## config.mk

```make
export PLATFORM = sky130hd
export DESIGN_NAME = matrix_wb_drain
export DESIGN_NICKNAME = d
export VERILOG_FILES = /design/src/rtl/matrix_wb_drain.sv
export SDC_FILE = /design/constraint.sdc
export NUM_CORES = 1
export LEC_CHECK = 0
export ABC_AREA = 1
export CORE_MARGIN = 5
export CORE_UTILIZATION = 35
export CTS_CLUSTER_DIAMETER = 30
export DETAILED_ROUTE_END_ITERATION = 10
export SYNTH_ARGS = -nofsm -noshare
export SYNTH_HDL_FRONTEND = slang
export SYNTH_SLANG_ARGS = --single-unit
```

## constraint.sdc

```tcl
create_clock -name clk -period 1.5 [get_ports clk]
set_input_delay 0.225 -clock clk [delete_from_list [all_inputs] [get_ports clk]]
set_output_delay 0.225 -clock clk [all_outputs]
set_load 0.01 [all_outputs]
```

## src/rtl/matrix_wb_drain.sv

```systemverilog
// Matrix-path producer for the writeback port: captures a packed block of results
// and drains it one element per cycle, yielding the port to the pipeline on conflict.
module matrix_wb_drain #(
  parameter int DATA_W      = 8,
  parameter int REG_W       = 3,
  parameter int DEPTH       = 4,
  parameter int STALL_AFTER = 2
) (
  input  logic                      clk,
  input  logic                      rst_n,
  input  logic                      start,
  input  logic [DATA_W*DEPTH-1:0]   res_data,
  input  logic [REG_W-1:0]          base_reg,
  input  logic [2:0]                count,
  input  logic                      pipe_write,
  output logic [DATA_W-1:0]         wb_data,
  output logic [REG_W-1:0]          wb_destreg,
  output logic                      wb_write,
  output logic                      wb_sel,
  output logic                      stall_req,
  output logic                      busy,
  output logic                      done
);

  typedef enum logic [1:0] {IDLE, DRAIN, FIN} state_e;

  localparam int               IDX_W   = (DEPTH > 1) ? $clog2(DEPTH) : 1;
  localparam int               BLK_W   = $clog2(STALL_AFTER + 1);
  localparam logic [2:0]       DEPTH_C = 3'(DEPTH);
  localparam logic [BLK_W-1:0] STALL_C = BLK_W'(STALL_AFTER);

  state_e                  state_q, state_d;
  logic [2:0]              idx_q, idx_d;
  logic [2:0]              cnt_q, cnt_d;
  logic [REG_W-1:0]        base_q, base_d;
  logic [BLK_W-1:0]        blk_q, blk_d;
  logic [DATA_W-1:0]       buf_q [DEPTH];
  logic [DATA_W-1:0]       buf_d [DEPTH];
  logic                    grant;
  logic                    last;

  // The pipeline owns the port whenever it writes; we only drive on the idle slots.
  assign grant = (state_q == DRAIN) && !pipe_write;
  assign last  = (idx_q == cnt_q - 3'd1);

  // NOTE: the result buffer is cleared on reset along with the control state, so a
  // reset leaves no stale operands behind; non-blocking assignments throughout keep
  // every flop updating from the same pre-edge values.
  always_ff @(posedge clk) begin
    if (!rst_n) begin
      state_q <= IDLE;
      idx_q   <= '0;
      cnt_q   <= '0;
      base_q  <= '0;
      blk_q   <= '0;
      for (int i = 0; i < DEPTH; i++) buf_q[i] <= '0;
    end else begin
      state_q <= state_d;
      idx_q   <= idx_d;
      cnt_q   <= cnt_d;
      base_q  <= base_d;
      blk_q   <= blk_d;
      buf_q   <= buf_d;
    end
  end

  // NOTE: every signal gets a hold default before the case so no path infers a latch.
  always_comb begin
    state_d = state_q;
    idx_d   = idx_q;
    cnt_d   = cnt_q;
    base_d  = base_q;
    blk_d   = blk_q;
    buf_d   = buf_q;
    unique case (state_q)
      IDLE: begin
        if (start) begin
          for (int i = 0; i < DEPTH; i++) buf_d[i] = res_data[i*DATA_W +: DATA_W];
          base_d  = base_reg;
          cnt_d   = (count > DEPTH_C) ? DEPTH_C : count;
          idx_d   = '0;
          blk_d   = '0;
          state_d = (count == 3'd0) ? FIN : DRAIN;
        end
      end
      DRAIN: begin
        if (grant) begin
          idx_d = idx_q + 3'd1;
          blk_d = '0;
          if (last) state_d = FIN;
        end else if (blk_q < STALL_C) begin
          blk_d = blk_q + BLK_W'(1);
        end
      end
      FIN:     state_d = IDLE;
      default: state_d = IDLE;
    endcase
  end

  // Matrix leg outputs are zero unless we actually own the port, so the mux never
  // sees stale data.
  always_comb begin
    wb_sel     = 1'b0;
    wb_write   = 1'b0;
    wb_data    = '0;
    wb_destreg = '0;
    if (grant) begin
      wb_sel     = 1'b1;
      wb_write   = 1'b1;
      wb_data    = buf_q[idx_q[IDX_W-1:0]];
      wb_destreg = base_q + REG_W'(idx_q);
    end
    stall_req = (state_q == DRAIN) && (blk_q >= STALL_C);
    busy      = (state_q != IDLE);
    done      = (state_q == FIN);
  end

endmodule
```

==> results of run 1 <==
## metrics by stage
stage	instance area [um^2]	power, mW	setup slack [ns]	hold slack, ns
detailed placement	2960	2.27	-0.521	0.478
global route	3210	3.65	-0.376	0.500
global placement	2960	2.27	-0.442	0.465
floorplan	2170	1.90	0.0328	0.360
CTS	3160	3.44	-0.287	0.492
finish	3210	3.44	-0.275	0.492
## cells by family after synthesis
logic type	share of synthesized area (%)
flops	41.5
fa+ha+maj	3.22
buf+inv	9.21
xor+xnor	0.806
compound gates	17.3
simple gates	28.0
## sequential cells by signal, summed over array words and instances, names as in the netlist
name     flops
buf_q       32
base_q       3
state_q      2
blk_q        2
cnt_q        3
idx_q        3
## cell usage after synthesis (all sizes together)
cell,count
o32ai,2
a21oi,14
nand3,5
nor2,118
clkbuf,5
inv,26
o21ai,56
nor3,1
nor3b,1
xor2,2
ha,4
dfxtp,45
buf,12
fa,1
nand2,26
## worst max-delay path by stage
stage                          startpoint            end  slack [ns]  cells after the start
floorplan           idx_q[0]$_SDFFE_PN0P_  wb_destreg[2]        0.03                      5
global placement               pipe_write     wb_data[1]       -0.44                      6
detailed placement             pipe_write     wb_data[6]       -0.52                      6
CTS                 idx_q[0]$_SDFFE_PN0P_  wb_destreg[2]       -0.29                      6
global route        idx_q[0]$_SDFFE_PN0P_  wb_destreg[1]       -0.38                      5
finish              idx_q[0]$_SDFFE_PN0P_  wb_destreg[2]       -0.27                      6
## report_power, final
part / total, mW / switching (mW) / internal [mW]
Combinational: 0.931 / 0.491 / 0.439
Sequential: 1.40 / 0.0711 / 1.33
Clock: 1.10 / 0.433 / 0.671
## critical path, delay by kind of cell (launching register included)
family,cells,cell delay (ns)
flip-flops,1,0.36
XOR/XNOR,1,0.16
AND/OR/NAND/NOR,1,0.08
buffers and inverters,2,0.17
adder cells (fa/ha/maj),2,0.49
## per-layer routing
metal | track usage [%] | up-vias | routed length, um
met2 | 27.5 | 56 | 2720
met4 | 5.63 | 0 | 135
met3 | 3.82 | 12 | 355
met1 | 21.2 | 979 | 2790
met5 | 0 | - | 0
li1 | - | 1172 | -
## layout make-up
cell class                 count  area share, %
multi-input combinational    230           35.4
sequential                    45           28.2
timing repair buffer          94           25.8
inverter                      26           3.35
tap                           75           2.92
clock buffer                   5           2.14
clock inverter                 3           2.14
## placed cells by master, fill, tap and decap left out, drive strengths merged, types with 4 or more instances in the layout
cell,n
clkbuf,6
ha,4
inv,27
nor2,118
nand3,5
nand2,26
clkdlybuf4s50,41
a21oi,14
o21ai,56
dfxtp,45
buf,50
## timing repair
| item | 4_1_cts | 5_1_grt |
|---|---|---|
| setup endpoints to repair | 16 | 16 |
| gates cloned | 1 | 0 |
| buffers inserted | 7 | 1 |
| gates resized for setup | 90 | 25 |
| pin swaps | 10 | 5 |
==> flow_summary.toml, run 1 <==
[clock_tree]
clock-root-buffer = "clkbuf_8"
cts_hold_buf = 0
cts.sinks = 45
cts_buffers = 5
clk_path_buf_depth = 2
tritoncts = "done"
insertion_delay_ns = 0.30
htree_levels = 2
clk_pin_slew_worst_paths_ns = 0.09

[sta]
setup_slack_ns = -0.275
fin_crit_ns = 1.77
setup_viol = 11
slew_viol_final = 0
hold_viol_final = 0
fmaxAchievable_mhz = 564
fin_tns_setup_ns = -1.77
worst_slew_pin_slew_ns = 0.252
rsz0062_at_grt = "true"
period_share_pct = 118
maxSlewHeadroom_pct = 83.2
fin_skew_ns = 0.00556

[logic_synthesis]
syn_area_per_cell_um2 = 6.83
ys_seq_area_share_pct = 41.5
yosysTopAreaCell = "dfxtp_1"
ys_top_cells_by_area = "dfxtp_1 41%, nor2_1 20%, o21ai_0 13%"
synth_cell_type_count = 22
synth_nets = 365
ys_warn_count = 0
syn_area_um2 = 2170
synthCells = 318
synth_seq_cells = 45
synth_top_area_share_pct = 41.5

[grt]
grt_pass1_wl_mm = 10.4
grt_pass1_vias = 2339
antenna_found_initial = 0
gr-total-overflow = 0
grt_max_degree = 23
grt_use_total_pct = 16.6

[worst_setup_path]
r2r_start = "idx_q[0]$_SDFFE_PN0P_"
crit_slowest_cell = "dfxtp_2"
r2r-end = "state_q[0]$_SDFFE_PN0P_"
start_kind = "flip-flop"
cp-end-kind = "output port"
required_ns = 1.27
critPathMaxStageDelay_ns = 0.36
crit_fanout = 3
rrSetupSlack_ns = 0.08
worstPathArrival_ns = 1.55
rr_worst_depth = 12
critPathKind = "flip-flop to output port"
crit_chain = "ha_1 > inv_2 > fa_2 > xor2_1 > nor2_1 > buf_2"

[pwr]
cellPowerDensity_nw_per_um2 = 1070
p_leak_nw = 1.45
peakVddDrop_v = 0.000513

[status]
status = "complete, but fails checks"
violations = "negative setup slack"

[layout]
multi_input_area_um2 = 1140
drive_gt1_share_pct = 23.1
final_util_pct = 53.6
stdcell_count = 478
nets = 449
nFillCells = 598
seqCellArea_um2 = 907
diodes = 0
syn_to_final_growth_pct = 47.8

[worst_hold_path]
hp-class = "flip-flop to flip-flop"
whs_path_depth = 2
min_to = "cnt_q[2]$_SDFFE_PN0P_"
min_from = "cnt_q[2]$_SDFFE_PN0P_"

[flow_run]
maxCapViolCount = 0

[route]
dr.pass1.iters = 4
drc_errors = 0
detail-route-antenna-nets = 0
drt-initial-drc-count = 132
vias_per_cell = 4.64
detail_route.wl_per_cell_um = 12.5
vias = 2219
wl_mm = 6.00

[placement]
port_buffers = 57
place.gp.congestion = 0.766
dp_hpwl_mm = 4.42
dp_cells = 463

[die]
dieArea_um2 = 7890
pin_count = 58
core_area_um2 = 5990
rows = 28
fp.dieH_um = 88.8
die_x_um = 88.8
start_util_pct = 36.3
No activity file was read; power rests on OpenSTA's default activity.
==> inputs of run 2 (changes only) <==
- CAP_MARGIN: not set -> 20
- SKIP_LAST_GASP: not set -> 1
==> run 2 against run 1 <==
- via count rose by 0.45%
- critical endpoint unchanged
- fmax barely moved
- die area did not move
- largest cell class unchanged
- the flow still finishes with violations (negative setup slack)
- sequential power barely moved
- cell count did not move
- utilization fell by 0.29 points
- clock power barely moved
- critical path depth did not move
- hold slack got worse by 0.00051 ns
- combinational power fell by 1%
- non-clock buffer count did not move
==> flow_summary.toml, run 2 (synthesized netlist as in run 1, its figures left out) <==
[pwr]
cellPowerDensity_nw_per_um2 = 1070
peakVddDrop_v = 0.000514
power_mw = 3.43
p_leak_nw = 1.45

[worst_setup_path]
start_kind = "flip-flop"
worstPathArrival_ns = 1.55
required_ns = 1.27
critPathKind = "flip-flop to output port"
cp-end-kind = "output port"
crit_fanout = 3

[worst_hold_path]
hp-class = "flip-flop to flip-flop"

[layout]
layout_commonest_cell = "nor2_1"
diodes = 0
largest_register_ffs = 32
largest-register = "buf_q"
stdcell_count = 478
nets = 449
drive_gt1_share_pct = 23.3
syn_to_final_growth_pct = 47.0
layout_common_cells = "112 x nor2_1, 41 x o21ai_0, 41 x clkdlybuf4s50_1"
final_util_pct = 53.3
nFillCells = 598

[grt]
grt.met2_usage_pct = 27.0
grt_max_degree = 23
gr-total-overflow = 0
use_met3_pct = 3.82
antenna_found_initial = 0
grt_pass1_vias = 2318
met1_usage_pct = 21.1
grt_use_total_pct = 16.4
grt.busiest_layer = "met2"
grt_pass1_wl_mm = 10.3

[placement]
place.gp.congestion = 0.766
port_buffers = 57
dp_cells = 463
dp_hpwl_mm = 4.42

[clock_tree]
clk_path_buf_depth = 2
insertion_delay_ns = 0.30
tritoncts = "done"
cts_buffers = 5
cts.sinks = 45
cts_hold_buf = 0
clk_pin_slew_worst_paths_ns = 0.09
htree_levels = 2
clock-root-buffer = "clkbuf_8"

[route]
drc_errors = 0
vias_per_cell = 4.66
detail-route-antenna-nets = 0
vias = 2229
wl_mm = 6.01
drt-initial-drc-count = 124
dr.pass1.iters = 5
detail_route.wl_per_cell_um = 12.6

[sta]
fin_crit_ns = 1.78
setup_viol = 11
maxSlewHeadroom_pct = 82.9
rsz0062_at_grt = "true"
setup_slack_ns = -0.275
timing.hold.ws_ns = 0.492
fin_skew_ns = 0.00745
fin_tns_setup_ns = -1.79
hold_viol_final = 0
fmaxAchievable_mhz = 563
worst_slew_pin_slew_ns = 0.256
period_share_pct = 118
slew_viol_final = 0

[status]
status = "complete, but fails checks"
violations = "negative setup slack"

[flow_run]
maxCapViolCount = 0

[die]
rows = 28
pin_count = 58
start_util_pct = 36.3
core_area_um2 = 5990
dieArea_um2 = 7890
die_x_um = 88.8
fp.dieH_um = 88.8
run 2: cell count changes in the layout (fill, tap and decap cells not counted), sizes merged:
cell,change
clkbuf,+1
buf,-1
run 2: area by class of cell:
cell class	instances	area [um^2]	share of cell area, %
tap	75	93.8	2.94
inverter	26	105	3.29
multi-input combinational	230	1140	35.6
clock inverter	3	68.8	2.15
clock buffer	5	68.8	2.15
sequential	45	908	28.4
timing repair buffer	94	813	25.5
run 2: what timing repair did:
action	CTS	global route
setup buffers	7	1
cloned	1	0
setup endpoints to repair	16	16
pin swaps	10	13
gates resized for setup	82	29
run 2: layer usage:
metal  vias up  part of all wire, %
met4         0                  2.7
met5         -                    0
met1       977                   45
met3        15                  6.4
li1       1176                    -
met2        61                   45
run 2: worst paths after layout:
check / start / depth (start not counted) / endpoint / slack [ns]
setup / recovery: idx_q[0]$_SDFFE_PN0P_ / 6 / wb_destreg[2] / -0.28
hold / removal: cnt_q[2]$_SDFFE_PN0P_ / 2 / cnt_q[2]$_SDFFE_PN0P_ / 0.49
setup reg to reg: idx_q[0]$_SDFFE_PN0P_ / 12 / state_q[0]$_SDFFE_PN0P_ / 0.11
hold reg to reg: cnt_q[2]$_SDFFE_PN0P_ / 2 / cnt_q[2]$_SDFFE_PN0P_ / 0.49
run 2: where the power goes:
group / switching [mW] / total, mW / internal, mW
Combinational: 0.490 / 0.921 / 0.431
Sequential: 0.0705 / 1.40 / 1.33
Clock: 0.434 / 1.10 / 0.671
Total: 0.994 / 3.43 / 2.43
run 2: through the flow:
stage / instance area, um^2 / worst slack, ns
after floorplan: 2170 / 0.0328
after global placement: 2960 / -0.442
after detailed placement: 2960 / -0.521
after CTS: 3130 / -0.287
after global routing: 3200 / -0.376
final: 3200 / -0.275
run 2: worst max-delay path, cell delays in order (launching register included):
cell     delay [ns]
dfxtp_2        0.36
ha_1           0.16
inv_2          0.04
fa_2           0.33
xor2_1         0.16
nor2_1         0.08
buf_2          0.13
==> patch 1 (settings of run 2) <==
Set the parameter `DATA_W` to 6 (it was 8).
--- a/src/rtl/matrix_wb_drain.sv
+++ b/src/rtl/matrix_wb_drain.sv
@@ -3,3 +3,3 @@
 module matrix_wb_drain #(
-  parameter int DATA_W      = 8,
+  parameter int DATA_W      = 6,
   parameter int REG_W       = 3,
Ports: changed (resized res_data and wb_data); port bits go from 58 to 48. The function was not compared with the original's and may differ.
==> patch 1 against run 2 <==
The flow still finishes with violations (negative setup slack); sequential power decreased by 16%; power decreased by 17%; sequential cell count decreased by 8; register-to-register slack got worse by 0.09 ns; highest routed layer unchanged; routed wire length decreased by 15%; die area decreased by 14%; largest cell class unchanged; area after synthesis decreased by 15%; design area decreased by 11%; setup slack got worse by 0.0031 ns; utilization increased by 2.3 points; sequential share of layout area decreased by 2.1 points.
==> patch 1: results <==
set metrics [dict create \
    drt_pre_antenna_iters 4 \
    clock_path_buffers 2 \
    drt_iter0_drc 76 \
    fin_skew_ns 0.00965 \
    netlist_top_cells_count "93 x nor2_1, 42 x o21ai_0, 37 x dfxtp_1, 23 x nand2_1, 22 x inv_1" \
    p_leak_uw 0.00129 \
    ctsRootBufferMaster "clkbuf_8" \
    violations "negative setup slack" \
    hpwl_um 3350 \
    cts.htree.levels 2 \
    setup_viol 8 \
    grt_max_degree 25 \
    setup_ws_ns -0.278 \
    synth_seq_area_share 0.402 \
    track_usage 0.160 \
    antenna_found_initial 0 \
    synth-main-ff-cell "dfxtp_1" \
    finalNonFillerCells 421 \
    rrSetupSlack_ns 0.02 \
    relSlewSlack 0.788 \
    min_path_cells 2 \
    largest_reg_flops 24 \
    fin_nets 389 \
    reg2reg_to "state_q[0]" \
    post_synth.cell_area_avg_sq_um 6.84 \
    clock_latency_ns 0.30 \
    place_ws_ns -0.481 \
    hold_end "cnt_q[2]" \
    grt_pass1_vias 1849 \
    n_antenna_cell 0 \
    drive_gt1_frac 0.285 \
    path_max_fanout 3 \
    syn-num-nets 308 \
    drt-wirelength-per-cell_um 12.2 \
    ir_drop_uv 578 \
    rr_worst_depth 12 \
    ys_top_cells_by_area "dfxtp_1 40%, nor2_1 19%, o21ai_0 11%" \
    numPortBuffers 47 \
    finalWeightedCongestion 0.775 \
    grt_pass1_wl_um 8450 \
    via_per_inst 4.62 \
    worstPathArrival_ns 1.55 \
    synthDistinctLibCells 24 \
    hold_class "flip-flop to flip-flop" \
    status "finished, violations left" \
]
==> patch 1: per-stage QoR <==
stage                     hold slack (ns)  total power, uW  TNS [ns]  cell area [sq um]
after floorplan                     0.360             1580         0               1840
after global placement              0.466             1850     -4.43               2450
after detailed placement            0.479             1860     -4.61               2450
after CTS                           0.491             2780     -2.12               2770
after global routing                0.505             3000     -2.62               2840
final                               0.492             2830     -1.59               2840
==> patch 1: cells by family after synthesis <==
group                      synth area share
adders and majority gates            0.0381
buffers and inverters                 0.107
xor gates and xnor gates            0.00476
and+or+nand+nor                       0.279
DFF                                   0.402
AOI/OAI and AO/OA                     0.169
==> patch 1: repair_timing <==
item / CTS / global route
cloned: 2 / 0
pin swaps: 8 / 13
endpoints found under the setup margin: 15 / 17
gates resized for setup: 80 / 31
buffers inserted: 19 / 4
==> patch 1: worst max-delay path by stage <==
stage               startpoint             to  slack, ns  cells after the start
CTS                   idx_q[0]  wb_destreg[1]      -0.28                      5
detailed placement  pipe_write     wb_data[1]      -0.48                      5
finish                idx_q[0]  wb_destreg[1]      -0.28                      5
global route          idx_q[0]  wb_destreg[1]      -0.33                      5
floorplan             idx_q[0]  wb_destreg[1]        0.1                      4
global placement    pipe_write     wb_data[5]      -0.45                      5
==> patch 1: layout make-up <==
cell class | instances | area, sq um
fillers | 493 | 2270
multi-input cells | 193 | 1000
repair buffers | 87 | 788
flip-flops and latches | 37 | 748
inverters | 25 | 100
clock buffers | 7 | 96.3
well taps | 70 | 87.6
clock inverters | 1 | 8.76
repair inverters | 1 | 7.51
==> patch 1: report_power, final <==
part           internal (uW)  leakage (uW)  switching [uW]
sequential              1090      0.000308            72.8
clock                    425     0.0000549             390
combinational            416      0.000926             432
==> patch 1: layer usage <==
metal / GRT usage / vias to the layer above / part of all wire
met3: 0.0434 / 7 / 0.057
met1: 0.199 / 879 / 0.43
met5: 0 / - / 0
met4: 0.0392 / 0 / 0.010
li1: - / 1007 / -
met2: 0.275 / 53 / 0.50
==> patch 1: worst max-delay path: stages (launching register included) <==
cell     delay [ns]
dfxtp_4        0.37
ha_4           0.15
fa_2           0.50
inv_1          0.04
nor2_1         0.07
buf_2          0.13
==> patch 2 (flow settings as in run 2) <==
Made on the original files. Encoding of `state_e`: now one-hot (3 bits for 3 states).
--- a/src/rtl/matrix_wb_drain.sv
+++ b/src/rtl/matrix_wb_drain.sv
@@ -24,3 +24,3 @@
 
-  typedef enum logic [1:0] {IDLE, DRAIN, FIN} state_e;
+  typedef enum logic [2:0] {IDLE = 3'b001, DRAIN = 3'b010, FIN = 3'b100} state_e;
 
Check against the original RTL: same outputs for any inputs over 10 cycles, from zero or initial values and one cycle with rst_n low; not proved beyond that.
==> patch 2 against run 2 <==
The flow still finishes with violations (negative setup slack); highest routed layer unchanged; critical path depth up 3; critical endpoint is now wb_data[1]; setup slack worse by 0.0091 ns; sequential cell count up 1; global-route usage down 0.46 points; die area up 0.16%; power up 16%; register-to-register slack about the same; fmax down 0.51%; design area down 2.5%; routed wire length down 2.4%; area after synthesis up 0.17%.
==> patch 2: results <==
set metrics [dict create \
    hold_class "flip-flop to flip-flop" \
    synth_compound_area_frac 0.157 \
    finalNonFillerCells 473 \
    worstPathArrival_ns 1.56 \
    cpPeakStageDelay_ns 0.34 \
    place_ws_ns -0.532 \
    grt_max_degree 33 \
    wl_met3_um 425 \
    track_usage 0.159 \
    status "finished, violations left" \
    routed-via-count 2300 \
    fin_nets 444 \
    route.met2.wl_um 2760 \
    drive_gt1_frac 0.204 \
    synthDistinctLibCells 23 \
    post_synth_fa_ha_maj_area_fraction 0.0322 \
    clk_pin_slew_ns 0.07 \
    numPortBuffers 57 \
    seq_power_share 0.395 \
    synth-xor-area-share 0.0121 \
    path_max_fanout 4 \
    cts_setup_buffers 4 \
    ys_top_cells_by_area "dfxtp_1 42%, nor2_1 20%, o21ai_0 12%" \
    critPathTopFamily "buffers and inverters" \
    routed_wl_um 5870 \
    dp.cells 460 \
    post_dp_cell_area_sq_um 2940 \
    ir_drop_uv 753 \
    p_clk_frac 0.228 \
    grt_pass1_vias 2247 \
    synth-main-ff-cell "dfxtp_1" \
    seq_power_uw 1570 \
    worst_pin_slew_ns 0.278 \
    netlist_top_cells_count "115 x nor2_1, 53 x o21ai_0, 46 x dfxtp_1, 33 x nand2_1, 22 x inv_1" \
    p_leak_uw 0.00137 \
    fin_skew_ns 0.0106 \
    hpwl_um 4200 \
    setup_ws_ns -0.284 \
    use_met1 0.188 \
    rr_worst_depth 9 \
    violations "negative setup slack" \
    fillers 618 \
    cts_resized 69 \
    synth_seq_area_share 0.423 \
    grtUsageMet2 0.277 \
    setup_viol 11 \
    drt_iter0_drc 90 \
    syn-num-nets 372 \
    drt_pre_antenna_iters 4 \
    grt_pass1_wl_um 9780 \
    finalWeightedCongestion 0.792 \
    synth_cells 325 \
    n_antenna_cell 0 \
    p_sw_frac 0.344 \
    wl_met1_um 2600 \
    cp-startpoint "state_q[1]" \
]
## patch 2: cell count changes after synthesis, moves of 3 or more
cell and change:
o21ai_0 -3, inv_2 -3, clkbuf_1 +7, buf_2 -4
nand2_1 +8
## patch 2: area by class of cell
type	count	area [sq um]	area share
clock inverter	1	30.0	0.00963
multi-input combinational	237	1160	0.373
inverter	24	93.8	0.0301
clock buffer	7	76.3	0.0245
sequential	46	923	0.296
timing repair buffer	83	737	0.236
tap	75	93.8	0.0301
## patch 2: stage by stage
| step | setup TNS, ns | utilization |
|---|---|---|
| finish | -2.35 | 0.520 |
| global route | -3.79 | 0.520 |
| CTS | -3.25 | 0.507 |
| detailed placement | -5.51 | 0.490 |
| global placement | -5.30 | 0.490 |
| floorplan | 0 | - |
## patch 2: final timing paths
kind,endpoint,slack (ns)
worst min-delay path,cnt_q[2],0.47
worst min register to register,cnt_q[2],0.47
worst max register to register,blk_q[1],0.11
worst max-delay path,wb_data[1],-0.28
